<file path="src/rtl/node_net_if.sv">
// Node-side endpoint of the mesh valid/enable network.
// Buffers core packets in a TX FIFO and injects them into the router's
// local input port; sinks ejected packets into an RX FIFO drained by the
// core. Ejection is never back-pressured, so RX overflow drops packets and
// counts them in a saturating drop counter.
// Optional build macro: NODE_IF_STATS_EN adds o_tx_cnt / o_rx_cnt traffic
// counters (32-bit, wrapping).

package node_net_pkg;
    localparam int PKT_W = 16;
    typedef logic [PKT_W-1:0] packet_t;
endpackage

module node_net_if
    import node_net_pkg::*;
#(
    parameter int TX_DEPTH = 4,
    parameter int RX_DEPTH = 4,
    parameter int DROP_W   = 16
) (
    input  logic              clk,
    input  logic              reset_n,
    input  packet_t           i_pkt,
    input  logic              i_pkt_val,
    output logic              o_pkt_rdy,
    output packet_t           o_net_data,
    output logic              o_net_data_val,
    input  logic              i_net_en,
    input  packet_t           i_net_data,
    input  logic              i_net_data_val,
    output packet_t           o_pkt,
    output logic              o_pkt_val,
    input  logic              i_pkt_rdy,
    output logic [DROP_W-1:0] o_drop_cnt
`ifdef NODE_IF_STATS_EN
    ,
    output logic [31:0]       o_tx_cnt,
    output logic [31:0]       o_rx_cnt
`endif
);

    localparam int TX_PW = $clog2(TX_DEPTH);
    localparam int RX_PW = $clog2(RX_DEPTH);
    localparam int TX_CW = TX_PW + 1;
    localparam int RX_CW = RX_PW + 1;

    localparam logic [TX_CW-1:0] TX_FULL_CNT = TX_CW'(TX_DEPTH);
    localparam logic [RX_CW-1:0] RX_FULL_CNT = RX_CW'(RX_DEPTH);

    // ------------------------------------------------------------------
    // TX FIFO state
    // ------------------------------------------------------------------
    packet_t            tx_mem_q [TX_DEPTH];
    packet_t            tx_mem_d [TX_DEPTH];
    logic [TX_PW-1:0]   tx_wr_ptr_q, tx_wr_ptr_d;
    logic [TX_PW-1:0]   tx_rd_ptr_q, tx_rd_ptr_d;
    logic [TX_CW-1:0]   tx_cnt_q, tx_cnt_d;
    logic               tx_full_s;
    logic               tx_empty_s;
    logic               tx_push_s;
    logic               tx_pop_s;

    // ------------------------------------------------------------------
    // RX FIFO state
    // ------------------------------------------------------------------
    packet_t            rx_mem_q [RX_DEPTH];
    packet_t            rx_mem_d [RX_DEPTH];
    logic [RX_PW-1:0]   rx_wr_ptr_q, rx_wr_ptr_d;
    logic [RX_PW-1:0]   rx_rd_ptr_q, rx_rd_ptr_d;
    logic [RX_CW-1:0]   rx_cnt_q, rx_cnt_d;
    logic               rx_full_s;
    logic               rx_empty_s;
    logic               rx_push_s;
    logic               rx_pop_s;
    logic               rx_drop_s;

    logic [DROP_W-1:0]  drop_cnt_q, drop_cnt_d;

`ifdef NODE_IF_STATS_EN
    logic [31:0]        tx_stat_q, tx_stat_d;
    logic [31:0]        rx_stat_q, rx_stat_d;
`endif

    // TX status flags and handshake qualifiers from the registered count
    always_comb begin
        tx_full_s  = (tx_cnt_q == TX_FULL_CNT);
        tx_empty_s = (tx_cnt_q == {TX_CW{1'b0}});
        tx_push_s  = i_pkt_val && !tx_full_s;
        tx_pop_s   = !tx_empty_s && i_net_en;
    end

    // TX next-state: storage write, independent pointer advance, occupancy
    always_comb begin
        tx_mem_d    = tx_mem_q;
        tx_wr_ptr_d = tx_wr_ptr_q;
        tx_rd_ptr_d = tx_rd_ptr_q;
        tx_cnt_d    = tx_cnt_q;
        if (tx_push_s) begin
            tx_mem_d[tx_wr_ptr_q] = i_pkt;
            tx_wr_ptr_d           = tx_wr_ptr_q + TX_PW'(1);
        end else begin
            tx_wr_ptr_d = tx_wr_ptr_q;
        end
        if (tx_pop_s) begin
            tx_rd_ptr_d = tx_rd_ptr_q + TX_PW'(1);
        end else begin
            tx_rd_ptr_d = tx_rd_ptr_q;
        end
        case ({tx_push_s, tx_pop_s})
            2'b10:   tx_cnt_d = tx_cnt_q + TX_CW'(1);
            2'b01:   tx_cnt_d = tx_cnt_q - TX_CW'(1);
            default: tx_cnt_d = tx_cnt_q;
        endcase
    end

    // RX status flags; a full FIFO still accepts when the core pops this cycle
    always_comb begin
        rx_full_s  = (rx_cnt_q == RX_FULL_CNT);
        rx_empty_s = (rx_cnt_q == {RX_CW{1'b0}});
        rx_pop_s   = !rx_empty_s && i_pkt_rdy;
        if (i_net_data_val) begin
            rx_push_s = !rx_full_s || rx_pop_s;
            rx_drop_s = rx_full_s && !rx_pop_s;
        end else begin
            rx_push_s = 1'b0;
            rx_drop_s = 1'b0;
        end
    end

    // RX next-state: storage write, independent pointer advance, occupancy
    always_comb begin
        rx_mem_d    = rx_mem_q;
        rx_wr_ptr_d = rx_wr_ptr_q;
        rx_rd_ptr_d = rx_rd_ptr_q;
        rx_cnt_d    = rx_cnt_q;
        if (rx_push_s) begin
            rx_mem_d[rx_wr_ptr_q] = i_net_data;
            rx_wr_ptr_d           = rx_wr_ptr_q + RX_PW'(1);
        end else begin
            rx_wr_ptr_d = rx_wr_ptr_q;
        end
        if (rx_pop_s) begin
            rx_rd_ptr_d = rx_rd_ptr_q + RX_PW'(1);
        end else begin
            rx_rd_ptr_d = rx_rd_ptr_q;
        end
        case ({rx_push_s, rx_pop_s})
            2'b10:   rx_cnt_d = rx_cnt_q + RX_CW'(1);
            2'b01:   rx_cnt_d = rx_cnt_q - RX_CW'(1);
            default: rx_cnt_d = rx_cnt_q;
        endcase
    end

    // Drop counter: saturates at all-ones so a long overflow never reads low
    always_comb begin
        if (rx_drop_s && (drop_cnt_q != {DROP_W{1'b1}})) begin
            drop_cnt_d = drop_cnt_q + DROP_W'(1);
        end else begin
            drop_cnt_d = drop_cnt_q;
        end
    end

`ifdef NODE_IF_STATS_EN
    // Traffic counters: network transfers and accepted RX pushes, wrapping
    always_comb begin
        if (tx_pop_s) begin
            tx_stat_d = tx_stat_q + 32'd1;
        end else begin
            tx_stat_d = tx_stat_q;
        end
        if (rx_push_s) begin
            rx_stat_d = rx_stat_q + 32'd1;
        end else begin
            rx_stat_d = rx_stat_q;
        end
    end

    // Traffic counter registers
    always_ff @(posedge clk or negedge reset_n) begin
        if (!reset_n) begin
            tx_stat_q <= 32'd0;
            rx_stat_q <= 32'd0;
        end else begin
            tx_stat_q <= tx_stat_d;
            rx_stat_q <= rx_stat_d;
        end
    end

    assign o_tx_cnt = tx_stat_q;
    assign o_rx_cnt = rx_stat_q;
`endif

    // TX FIFO registers; storage is cleared so nothing stale survives reset
    always_ff @(posedge clk or negedge reset_n) begin
        if (!reset_n) begin
            for (int i = 0; i < TX_DEPTH; i++) begin
                tx_mem_q[i] <= '0;
            end
            tx_wr_ptr_q <= {TX_PW{1'b0}};
            tx_rd_ptr_q <= {TX_PW{1'b0}};
            tx_cnt_q    <= {TX_CW{1'b0}};
        end else begin
            tx_mem_q    <= tx_mem_d;
            tx_wr_ptr_q <= tx_wr_ptr_d;
            tx_rd_ptr_q <= tx_rd_ptr_d;
            tx_cnt_q    <= tx_cnt_d;
        end
    end

    // RX FIFO and drop counter registers
    always_ff @(posedge clk or negedge reset_n) begin
        if (!reset_n) begin
            for (int i = 0; i < RX_DEPTH; i++) begin
                rx_mem_q[i] <= '0;
            end
            rx_wr_ptr_q <= {RX_PW{1'b0}};
            rx_rd_ptr_q <= {RX_PW{1'b0}};
            rx_cnt_q    <= {RX_CW{1'b0}};
            drop_cnt_q  <= {DROP_W{1'b0}};
        end else begin
            rx_mem_q    <= rx_mem_d;
            rx_wr_ptr_q <= rx_wr_ptr_d;
            rx_rd_ptr_q <= rx_rd_ptr_d;
            rx_cnt_q    <= rx_cnt_d;
            drop_cnt_q  <= drop_cnt_d;
        end
    end

    // Output presentation: heads are gated to zero while a FIFO is empty
    always_comb begin
        o_pkt_rdy      = !tx_full_s;
        o_net_data_val = !tx_empty_s;
        o_pkt_val      = !rx_empty_s;
        if (!tx_empty_s) begin
            o_net_data = tx_mem_q[tx_rd_ptr_q];
        end else begin
            o_net_data = '0;
        end
        if (!rx_empty_s) begin
            o_pkt = rx_mem_q[rx_rd_ptr_q];
        end else begin
            o_pkt = '0;
        end
    end

    assign o_drop_cnt = drop_cnt_q;

endmodule

</file>
<file path="config.mk">
export PLATFORM = sky130hd
export DESIGN_NAME = node_net_if
export DESIGN_NICKNAME = d
export VERILOG_FILES = /design/src/rtl/node_net_if.sv
export SDC_FILE = /design/constraint.sdc
export NUM_CORES = 1
export LEC_CHECK = 0
export CAP_MARGIN = 40
export CORE_MARGIN = 5
export CORE_UTILIZATION = 45
export CTS_CLUSTER_SIZE = 10
export DETAILED_ROUTE_END_ITERATION = 8
export GPL_TIMING_DRIVEN = 1
export HOLD_SLACK_MARGIN = 0.05
export PLACE_DENSITY = 0.7
export REMOVE_ABC_BUFFERS = 1
export SKIP_CTS_REPAIR_TIMING = 1
export SLEW_MARGIN = 40
export SYNTH_ARGS = -nofsm -noshare
export SYNTH_HDL_FRONTEND = slang
export SYNTH_SLANG_ARGS = --single-unit
</file>
<file path="constraint.sdc">
create_clock -name clk -period 3.1 [get_ports clk]
set_clock_uncertainty 0.05 [all_clocks]
set_input_delay 0.93 -clock clk [delete_from_list [all_inputs] [get_ports clk]]
set_output_delay 0.93 -clock clk [all_outputs]
set_load 0.02 [all_outputs]
</file>
==> results of run 1 <==
-- layout by cell type (no fill, tap or decap), types with 13 or more instances in the layout --
| cell | instances |
|---|---|
| and2_1 | 35 |
| buf_4 | 13 |
| clkbuf_16 | 17 |
| clkdlybuf4s50_1 | 55 |
| dfrtp_1 | 157 |
| dlymetal6s2s_1 | 32 |
| inv_1 | 14 |
| mux2_2 | 129 |
| mux4_2 | 32 |
| nand2_1 | 17 |
| xor2_1 | 16 |
-- registers in the layout, indices dropped and copies added (netlist names) --
name / flops
tx_rd_ptr_q: 2
rx_cnt_q: 3
o_drop_cnt: 16
tx_cnt_q: 3
rx_wr_ptr_q: 2
tx_wr_ptr_q: 2
tx_mem_q: 64
rx_rd_ptr_q: 2
rx_mem_q: 64
-- path summary, 6_finish.rpt --
| path | cells after the start | to | from | slack (ns) |
|---|---|---|---|---|
| max | 3 | o_net_data_val | tx_cnt_q[0]$_DFFE_PN0P_ | 0.1 |
| min | 1 | tx_cnt_q[0]$_DFFE_PN0P_ | reset_n | 0.37 |
| max reg2reg | 9 | tx_cnt_q[2]$_DFFE_PN0P_ | tx_cnt_q[0]$_DFFE_PN0P_ | 0.83 |
| min reg2reg | 1 | rx_mem_q[11]$_DFFE_PN0P_ | rx_mem_q[11]$_DFFE_PN0P_ | 0.45 |
| max in group asynchronous | 2 | rx_mem_q[0]$_DFFE_PN0P_ | reset_n | 1.93 |
| min in group clk | 1 | rx_mem_q[11]$_DFFE_PN0P_ | rx_mem_q[11]$_DFFE_PN0P_ | 0.45 |
-- layout make-up --
type                            count  share of cell area [%]
Inverter                           14                   0.565
Multi-Input combinational cell    300                    34.3
Sequential cell                   158                    42.5
Tap cell                          216                    2.91
Clock inverter                     12                    1.20
Clock buffer                       20                    4.91
Timing Repair Buffer              112                    13.6
-- power groups by stage --
stage               clock, mW  combinational, mW  sequential [mW]
floorplan                   0               3.08             3.57
global placement            0               4.94             3.50
detailed placement          0               5.06             3.59
CTS                      2.04               5.09             3.57
global route             2.14               5.36             3.69
finish                   1.98               4.94             3.57
-- cells by family (layout without fill, tap and decap cells) --
logic type	after synthesis	in the layout	share of synthesized area, %
adder cells (fa/ha/maj)	13	13	2.44
AO/OA/AOI/OAI	8	8	0.636
flip-flops	158	158	54.3
multiplexers	165	165	30.5
AND/OR/NAND/NOR	91	91	7.24
buffers and inverters	34	158	2.10
XOR/XNOR	23	23	2.77
-- through the flow --
step | util, % | hold WS (ns) | setup TNS [ns] | area (um^2)
after global placement | 54.1 | 0.427 | 0 | 8590
after detailed placement | 54.1 | 0.438 | -0.0665 | 8590
after floorplan | - | 0.410 | 0 | 7180
after global routing | 58.5 | 0.385 | 0 | 9300
after CTS | 57.7 | 0.372 | -8.19 | 9160
final | 58.5 | 0.365 | 0 | 9300
-- per-layer routing --
layer  GRT usage [%]  part of all wire (%)  vias up
li1                -                     -     1989
met1            22.3                    43     2245
met2            29.5                    51       75
met3            4.71                   4.3       15
met4            5.38                   1.0        0
met5               0                     0        -
==> metrics, run 1 <==
outcome=completed; register area=3960 um^2; RSZ-0062 raised after global routing=no; Worst VDD drop=~650 uV; Starting Density=45.8%; GPL Wtd Cong=between 0.7 and 0.8; ys flop type=dfrtp_1; Root Driver=clkbuf_16; power per cell area=1130 nW/um^2; Rows=between 40 and 50; Post-Syn Area=between 7000 and 8000 um^2; ant diodes=0; WS Path Type=flop to primary output; top cells by count, synth=dfrtp_1 (158), mux2_2 (129), and2_1 (35); largest cells by area after synthesis=dfrtp_1 (54%), mux2_2 (20%), mux4_2 (9.9%); post-synthesis sequential area ratio=between 50% and 60%; post-synthesis async set-or-reset flop share=100%; HPWL after detailed placement=10100 um; Worst setup SP type=flop; library cell with the largest summed area after synthesis=dfrtp_1; share of cells above drive strength 1=between 30% and 40%; sequential power share=roughly a third; CP max FO=17; Final setup viols=0; Place WS=-0.0665 ns; Port Buf Inserts=88; vias=about 4300; area grow syn2layout=27.8%; Multi-input gate area=~3200 um^2; CTS Buf Count=17; DRC viols=0; Int Pwr=roughly 7 mW; fin crit share=96.8%; Yosys top cell area share=roughly 54%; CP bufs+invs=2; EDFF count, synth=0; synthesized instance count=just under 500; largest net degree at the start of global routing=between 70 and 80; initial antenna violation count=0; I/O pin count=89; Largest stage delay, worst path=about 0.52 ns; Post-Syn Area per Cell=between 10 and 15 um^2; Max Freq=about 330 MHz; Vias/cell=a little over 5; Comb pwr share=47.1%; die area=approximately 19000 um^2; crit path DAT=between 2 and 2.5 ns; die width=~140 um; clk buf depth=2; Core Area=15900 um^2; fin worst setup slack=approximately 0.1 ns; Nets=about 650; wire per inst=between 15 and 20 um; 1st-iter DRT viols=~220; Power Total=about 10 mW; total grt overflow=0; CTS sink cnt=roughly 160; post-route ant nets=0; endpoint class of the critical path=primary output; most common cell in the synthesized netlist=dfrtp_1; vias in the first global route=4805; CTS clock-pin slew for the worst setup and hold paths=0.06 ns; fin. max-slew vios=0; Hold Path Class=primary input to async pin; # fillers=1281; Worst Tran Pin Value=0.518 ns; yosys warns=0; placed cell count=around 800; H-tree depth=4; die height=roughly 140 um; LEAKAGE=4.31 nW; Data required, critical path=~2.1 ns; max_cap viols=0; TritonRoute pass-1 iters=4; non-filler cells, final=832; cells along the critical path=or3_4 -> buf_4 -> clkdlybuf4s50_1; Clk network pwr share=a little under a fifth; slowest cell on the critical path=clkdlybuf4s50_1; net switching power=roughly 3.4 mW; clk_lat worst skew=roughly 0.42 ns; final hold vios=0; Period minus WS final=roughly 3.0 ns; #FFs+latches synth=158; Post-Route WL=approximately 15000 um; CTS tree=yes; first-pass GRT wire length=roughly 25000 um; number of distinct library cells after synthesis=34; slew margin rel.=about two thirds; GRT Overall Usage=17.6%; delay-heaviest family, CP=buffers and inverters; Switching Fraction=between 30% and 40%
(Power assumes the default switching activity.)
==> run 2: changes to the inputs <==
- GPL_TIMING_DRIVEN: 1 -> 0
==> run 2 against run 1 <==
Effect of this change: hold slack got worse by 0.076 ns; utilization down 0.55 points; flip-flop and latch count did not move; power is 0.25% higher; setup slack better by 0.052 ns; first-iteration DRC count down 22%; non-clock buffer count fell by 15; critical endpoint is now o_pkt_val.
==> metrics, run 2 (synthesis results as in run 1) <==
wire per inst=18.1 um (+0.83%); Root Driver=clkbuf_16; GRT Overall Usage=16.9% (-0.65 points); sequential power share=34.7% (+0.7 points); total grt overflow=0 (unchanged); area grow syn2layout=26.6%; Max Freq=339 MHz (+1.8%); fin. max-slew vios=0 (unchanged); clk buf depth=2 (unchanged); Comb pwr share=45.1% (-2.0 points); Final setup viols=0 (unchanged); Data required, critical path=2.12 ns (about the same); commonest cells after routing, fill and taps aside=dfrtp_1 (154), mux2_2 (129), clkdlybuf4s50_1 (55); ant diodes=0 (unchanged); TritonRoute pass-1 iters=4 (unchanged); vias in the first global route=4722 (-1.7%); Power Total=10.5 mW (+0.25%); H-tree depth=4 (unchanged); slew margin rel.=45.0% (-20 points); max_cap viols=0 (unchanged); largest net degree at the start of global routing=79 (+11%); DRC viols=0 (unchanged); die height=137 um (unchanged); final hold vios=0 (unchanged); post-route ant nets=0 (unchanged); share of cells above drive strength 1=36.2% (-0.85 points); Clk network pwr share=20.2% (+1.3 points); cells along the critical path=or3_4 -> clkdlybuf4s50_1; CP max FO=18 (+1); Int Pwr=7.12 mW (+0.96%); GPL Wtd Cong=0.759 (+2.9%); Nets=639 (-2.3%); placed cell count=779 (-2.1%); CTS Buf Count=17 (unchanged); setup_tns=0 ns (unchanged); WS Path Type=flop to primary output; power per cell area=1140 nW/um^2 (+1.2%); CTS sink cnt=158 (unchanged); 1st-iter DRT viols=169 (-22%); Worst setup SP type=flop; LEAKAGE=4.23 nW (-1.8%); fin crit share=95.1% (-1.7 points); outcome=completed; crit path DAT=1.97 ns (-0.05 ns); endpoint class of the critical path=primary output; vias=4312 (-0.28%); I/O pin count=89 (unchanged); Largest stage delay, worst path=0.58 ns (+0.06 ns); # fillers=1230 (-4.0%); Final Util=58.0% (-0.55 points); initial antenna violation count=0 (unchanged); CP bufs+invs=1 (-1); CTS clock-pin slew for the worst setup and hold paths=0.06 ns (about the same); Port Buf Inserts=88 (unchanged); Worst VDD drop=594 uV (-8.5%); net switching power=3.39 mW (-1.2%); die width=137 um (unchanged); Hold Path Class=primary input to async pin; Period minus WS final=2.95 ns (-0.0518 ns); first-pass GRT wire length=24500 um (-3.1%); Rows=46 (unchanged); die area=18800 um^2 (unchanged); Worst Tran Pin Value=0.822 ns (+0.304 ns); non-filler cells, final=816 (-1.9%); hold slack=0.290 ns (-0.0757 ns); slowest cell on the critical path=clkdlybuf4s50_1; clk_lat worst skew=0.42 ns (about the same); HPWL after detailed placement=9500 um (-6.3%); Starting Density=45.8% (unchanged); Post-Route WL=14800 um (-1.1%); Vias/cell=5.28 (+1.7%); delay-heaviest family, CP=buffers and inverters; Core Area=15900 um^2 (unchanged); commonest non-fill, non-tap cell in the layout=dfrtp_1; Switching Fraction=32.2% (-0.48 points); CTS tree=yes; RSZ-0062 raised after global routing=no
==> run 2: layout make-up <==
type                    instances  area, um^2  area share (%)
repair buffers                 97        1120            12.1
clock buffers                  21         470            5.11
flip-flops and latches        158        3960            43.0
multi-input cells             300        3200            34.7
clock inverters                10         138            1.49
inverters                      14        52.6           0.571
well taps                     216         270            2.94
==> run 2: final timing paths <==
path | start | endpoint | slack, ns | cells past startpoint
setup reg to reg | rx_cnt_q[1]$_DFFE_PN0P_ | rx_cnt_q[2]$_DFFE_PN0P_ | 0.85 | 9
setup / recovery | rx_cnt_q[1]$_DFFE_PN0P_ | o_pkt_val | 0.15 | 2
hold / removal | reset_n | tx_rd_ptr_q[0]$_DFFE_PN0P_ | 0.29 | 1
max in group asynchronous | reset_n | rx_rd_ptr_q[0]$_DFFE_PN0P_ | 2.07 | 2
hold reg to reg | rx_mem_q[16]$_DFFE_PN0P_ | rx_mem_q[16]$_DFFE_PN0P_ | 0.45 | 1
min in group clk | rx_mem_q[16]$_DFFE_PN0P_ | rx_mem_q[16]$_DFFE_PN0P_ | 0.45 | 1
==> run 2: metal layers <==
| metal | track usage, % | routed length [um] |
|---|---|---|
| met1 | 22.0 | 6370 |
| met2 | 27.7 | 7500 |
| met3 | 4.30 | 681 |
| met4 | 5.82 | 208 |
| met5 | 0 | 0 |
==> run 2: worst reg2reg max path: stages, from the launching register on <==
cell and delay (ns):
dfrtp_1 0.43, nor4b_2 0.41, nor2_2 0.17, inv_1 0.09, ha_1 0.18, inv_1 0.06
fa_1 0.37, xor2_1 0.15, nor2_1 0.11, xor2_1 0.16
==> run 2: power by group through the flow <==
stage / combinational (mW) / clock (mW) / sequential, mW
final: 4.75 / 2.12 / 3.65
after global routing: 5.17 / 2.26 / 3.78
after floorplan: 3.08 / 0 / 3.57
after global placement: 4.48 / 0 / 3.73
after CTS: 4.67 / 2.17 / 3.76
after detailed placement: 4.65 / 0 / 3.79
==> run 2: through the flow <==
| stage | area, um^2 | setup slack [ns] |
|---|---|---|
| final | 9210 | 0.151 |
| after global routing | 9210 | 0.0990 |
| after CTS | 9010 | -0.476 |
| after detailed placement | 8400 | -0.282 |
| after global placement | 8330 | -5.10 |
| after floorplan | 7180 | 0.387 |
==> run 3: changes to the inputs <==
- CORE_MARGIN: 5 -> 2
- SKIP_CTS_REPAIR_TIMING: 1 -> not set
==> run 3 against run 2 <==
Effect of this change: non-clock buffer count decreased by 1; cell area decreased by 1.6%; setup slack got worse by 0.054 ns; fmax decreased by 1.8%; die area decreased by 8.6%; first-iteration DRC count decreased by 22%; final cell count unchanged; largest cell class unchanged; highest routed layer unchanged.
==> metrics, run 3 (synthesis results as in run 1) <==
outcome=completed; die area=17200 um^2 (-8.6%); initial antenna violation count=0 (unchanged); GPL Wtd Cong=0.779 (+2.6%); sequential power share=35.9% (+1.2 points); GR Util met3=5.02% (+0.71 points); CTS Buf Count=17 (unchanged); Place WS=-0.313 ns (-0.0312 ns); final hold vios=0 (unchanged); Root Driver=clkbuf_16; share of cells above drive strength 1=36.3% (+0.17 points); max_cap viols=0 (unchanged); ant diodes=0 (unchanged); WS Path Type=flop to primary output; LEAKAGE=3.91 nW (-7.5%); wire per inst=18.1 um (about the same); FF-to-FF End=rx_cnt_q[2]$_DFFE_PN0P_; die width=131 um (-4.4%); hold_buf cts=0; largest net degree at the start of global routing=68 (-14%); CP bufs+invs=2 (+1); CTS sink cnt=158 (unchanged); CP max FO=9 (-9); die height=131 um (-4.4%); Largest stage delay, worst path=0.51 ns (-0.07 ns); post-route ant nets=0 (unchanged); slowest cell on the critical path=mux4_2; first-pass GRT wire length=24800 um (+1.2%); endpoint class of the critical path=primary output; clk_lat worst skew=0.42 ns (about the same); Worst VDD drop=655 uV (+10%); RSZ-0062 raised after global routing=no; Rows=46 (unchanged); Worst setup SP type=flop; fin crit share=96.9% (+1.7 points); reg2reg setup slack=0.59 ns (-0.26 ns); net switching power=3.42 mW (+0.78%); Final setup viols=0 (unchanged); crit path DAT=2.02 ns (+0.05 ns); clk buf depth=2 (unchanged); met1 global-route usage=22.2% (+0.26 points); delay-heaviest family, CP=multiplexers; fin. max-slew vios=0 (unchanged); Port Buf Inserts=88 (unchanged); Int Pwr=6.83 mW (-4.1%); Data required, critical path=2.12 ns (about the same); CP startpoint=rx_rd_ptr_q[0]$_DFFE_PN0P_; HPWL after detailed placement=9470 um (-0.42%); area grow syn2layout=24.6%; H-tree depth=4 (unchanged); Worst Tran Pin Value=0.790 ns (-0.0327 ns); cells along the critical path=buf_6 -> mux4_2 -> and2_1 -> dlygate4sd2_1; worst reg2reg startpoint=rx_cnt_q[0]$_DFFE_PN0P_; GRT Overall Usage=18.4% (+1.5 points); CTS tree=yes; GR Util met2=31.8% (+4.1 points); I/O pin count=89 (unchanged); vias in the first global route=4773 (+1.1%); Switching Fraction=33.3% (+1.1 points); R2R depth=9 (unchanged); DRC viols=0 (unchanged); vias=4338 (+0.60%); Period minus WS final=3.00 ns (+0.0542 ns); Hold Path Class=primary input to async pin; commonest cells after routing, fill and taps aside=dfrtp_1 (154), mux2_2 (129), clkdlybuf4s50_1 (55); area of placed instances=8410 um^2 (+0.16%); Clk network pwr share=20.5% (+0.3 points); Vias/cell=5.32 (+0.60%); design area=9060 um^2 (-1.6%); slew margin rel.=46.9% (+1.9 points); Starting Density=46.0% (+0.17 points); fin worst setup slack=0.0971 ns (-0.0542 ns); Comb pwr share=43.5% (-1.6 points); TritonRoute pass-1 iters=4 (unchanged); Max Freq=333 MHz (-1.8%); grt peak-use layer=met2; Post-Route WL=14800 um (about the same); 1st-iter DRT viols=132 (-22%); Nets=638 (-0.16%); Final Util=57.3% (-0.70 points); commonest non-fill, non-tap cell in the layout=dfrtp_1; power per cell area=1130 nW/um^2 (-0.96%); Core Area=15800 um^2 (-0.36%); CTS clock-pin slew for the worst setup and hold paths=0.06 ns (about the same); total grt overflow=0 (unchanged)
run 3: worst max-delay path by stage:
stage	end	slack, ns	cells after the start
4_1_cts	o_pkt[15]	0.06	4
5_1_grt	rx_cnt_q[2]$_DFFE_PN0P_	0.004	10
3_5_place_dp	rx_cnt_q[2]$_DFFE_PN0P_	-0.31	10
6_report	o_pkt[10]	0.1	4
3_3_place_gp	rx_mem_q[17]$_DFFE_PN0P_	-5.10	1
2_1_floorplan	rx_cnt_q[2]$_DFFE_PN0P_	0.39	9
run 3: per-stage QoR:
step	hold WS (ns)	cells	total power [mW]	TNS, ns
after floorplan	0.410	472	6.65	0
after global placement	0.431	776	8.19	-819.12
after detailed placement	0.438	780	8.43	-4.03
after CTS	0.348	816	10.4	0
after global routing	0.357	816	10.9	0
final	0.353	816	10.3	0
run 3: area by class of cell:
class,count,area (um^2)
Inverter,14,52.6
Multi-Input combinational cell,300,3180
Fill cell,1261,6760
Tap cell,216,270
Timing Repair Buffer,96,986
Clock inverter,14,169
Sequential cell,158,3960
Clock buffer,18,439
run 3: routing by layer:
metal,vias up,part of all wire (%)
met5,-,0
met4,0,1.6
met3,22,4.7
met2,101,51
met1,2257,43
li1,1958,-
run 3: repair_timing:
| item | 4_1_cts | 5_1_grt |
|---|---|---|
| gates resized for setup | 36 | 0 |
| setup endpoints to repair | 34 | 0 |
| setup buffers | 4 | 0 |
run 3: power groups by stage:
stage               logic, mW  clock network [mW]  registers (mW)
floorplan                3.08                   0            3.57
finish                   4.46                2.11            3.68
detailed placement       4.59                   0            3.83
CTS                      4.54                2.16            3.67
global route             4.84                2.26            3.81
global placement         4.46                   0            3.73
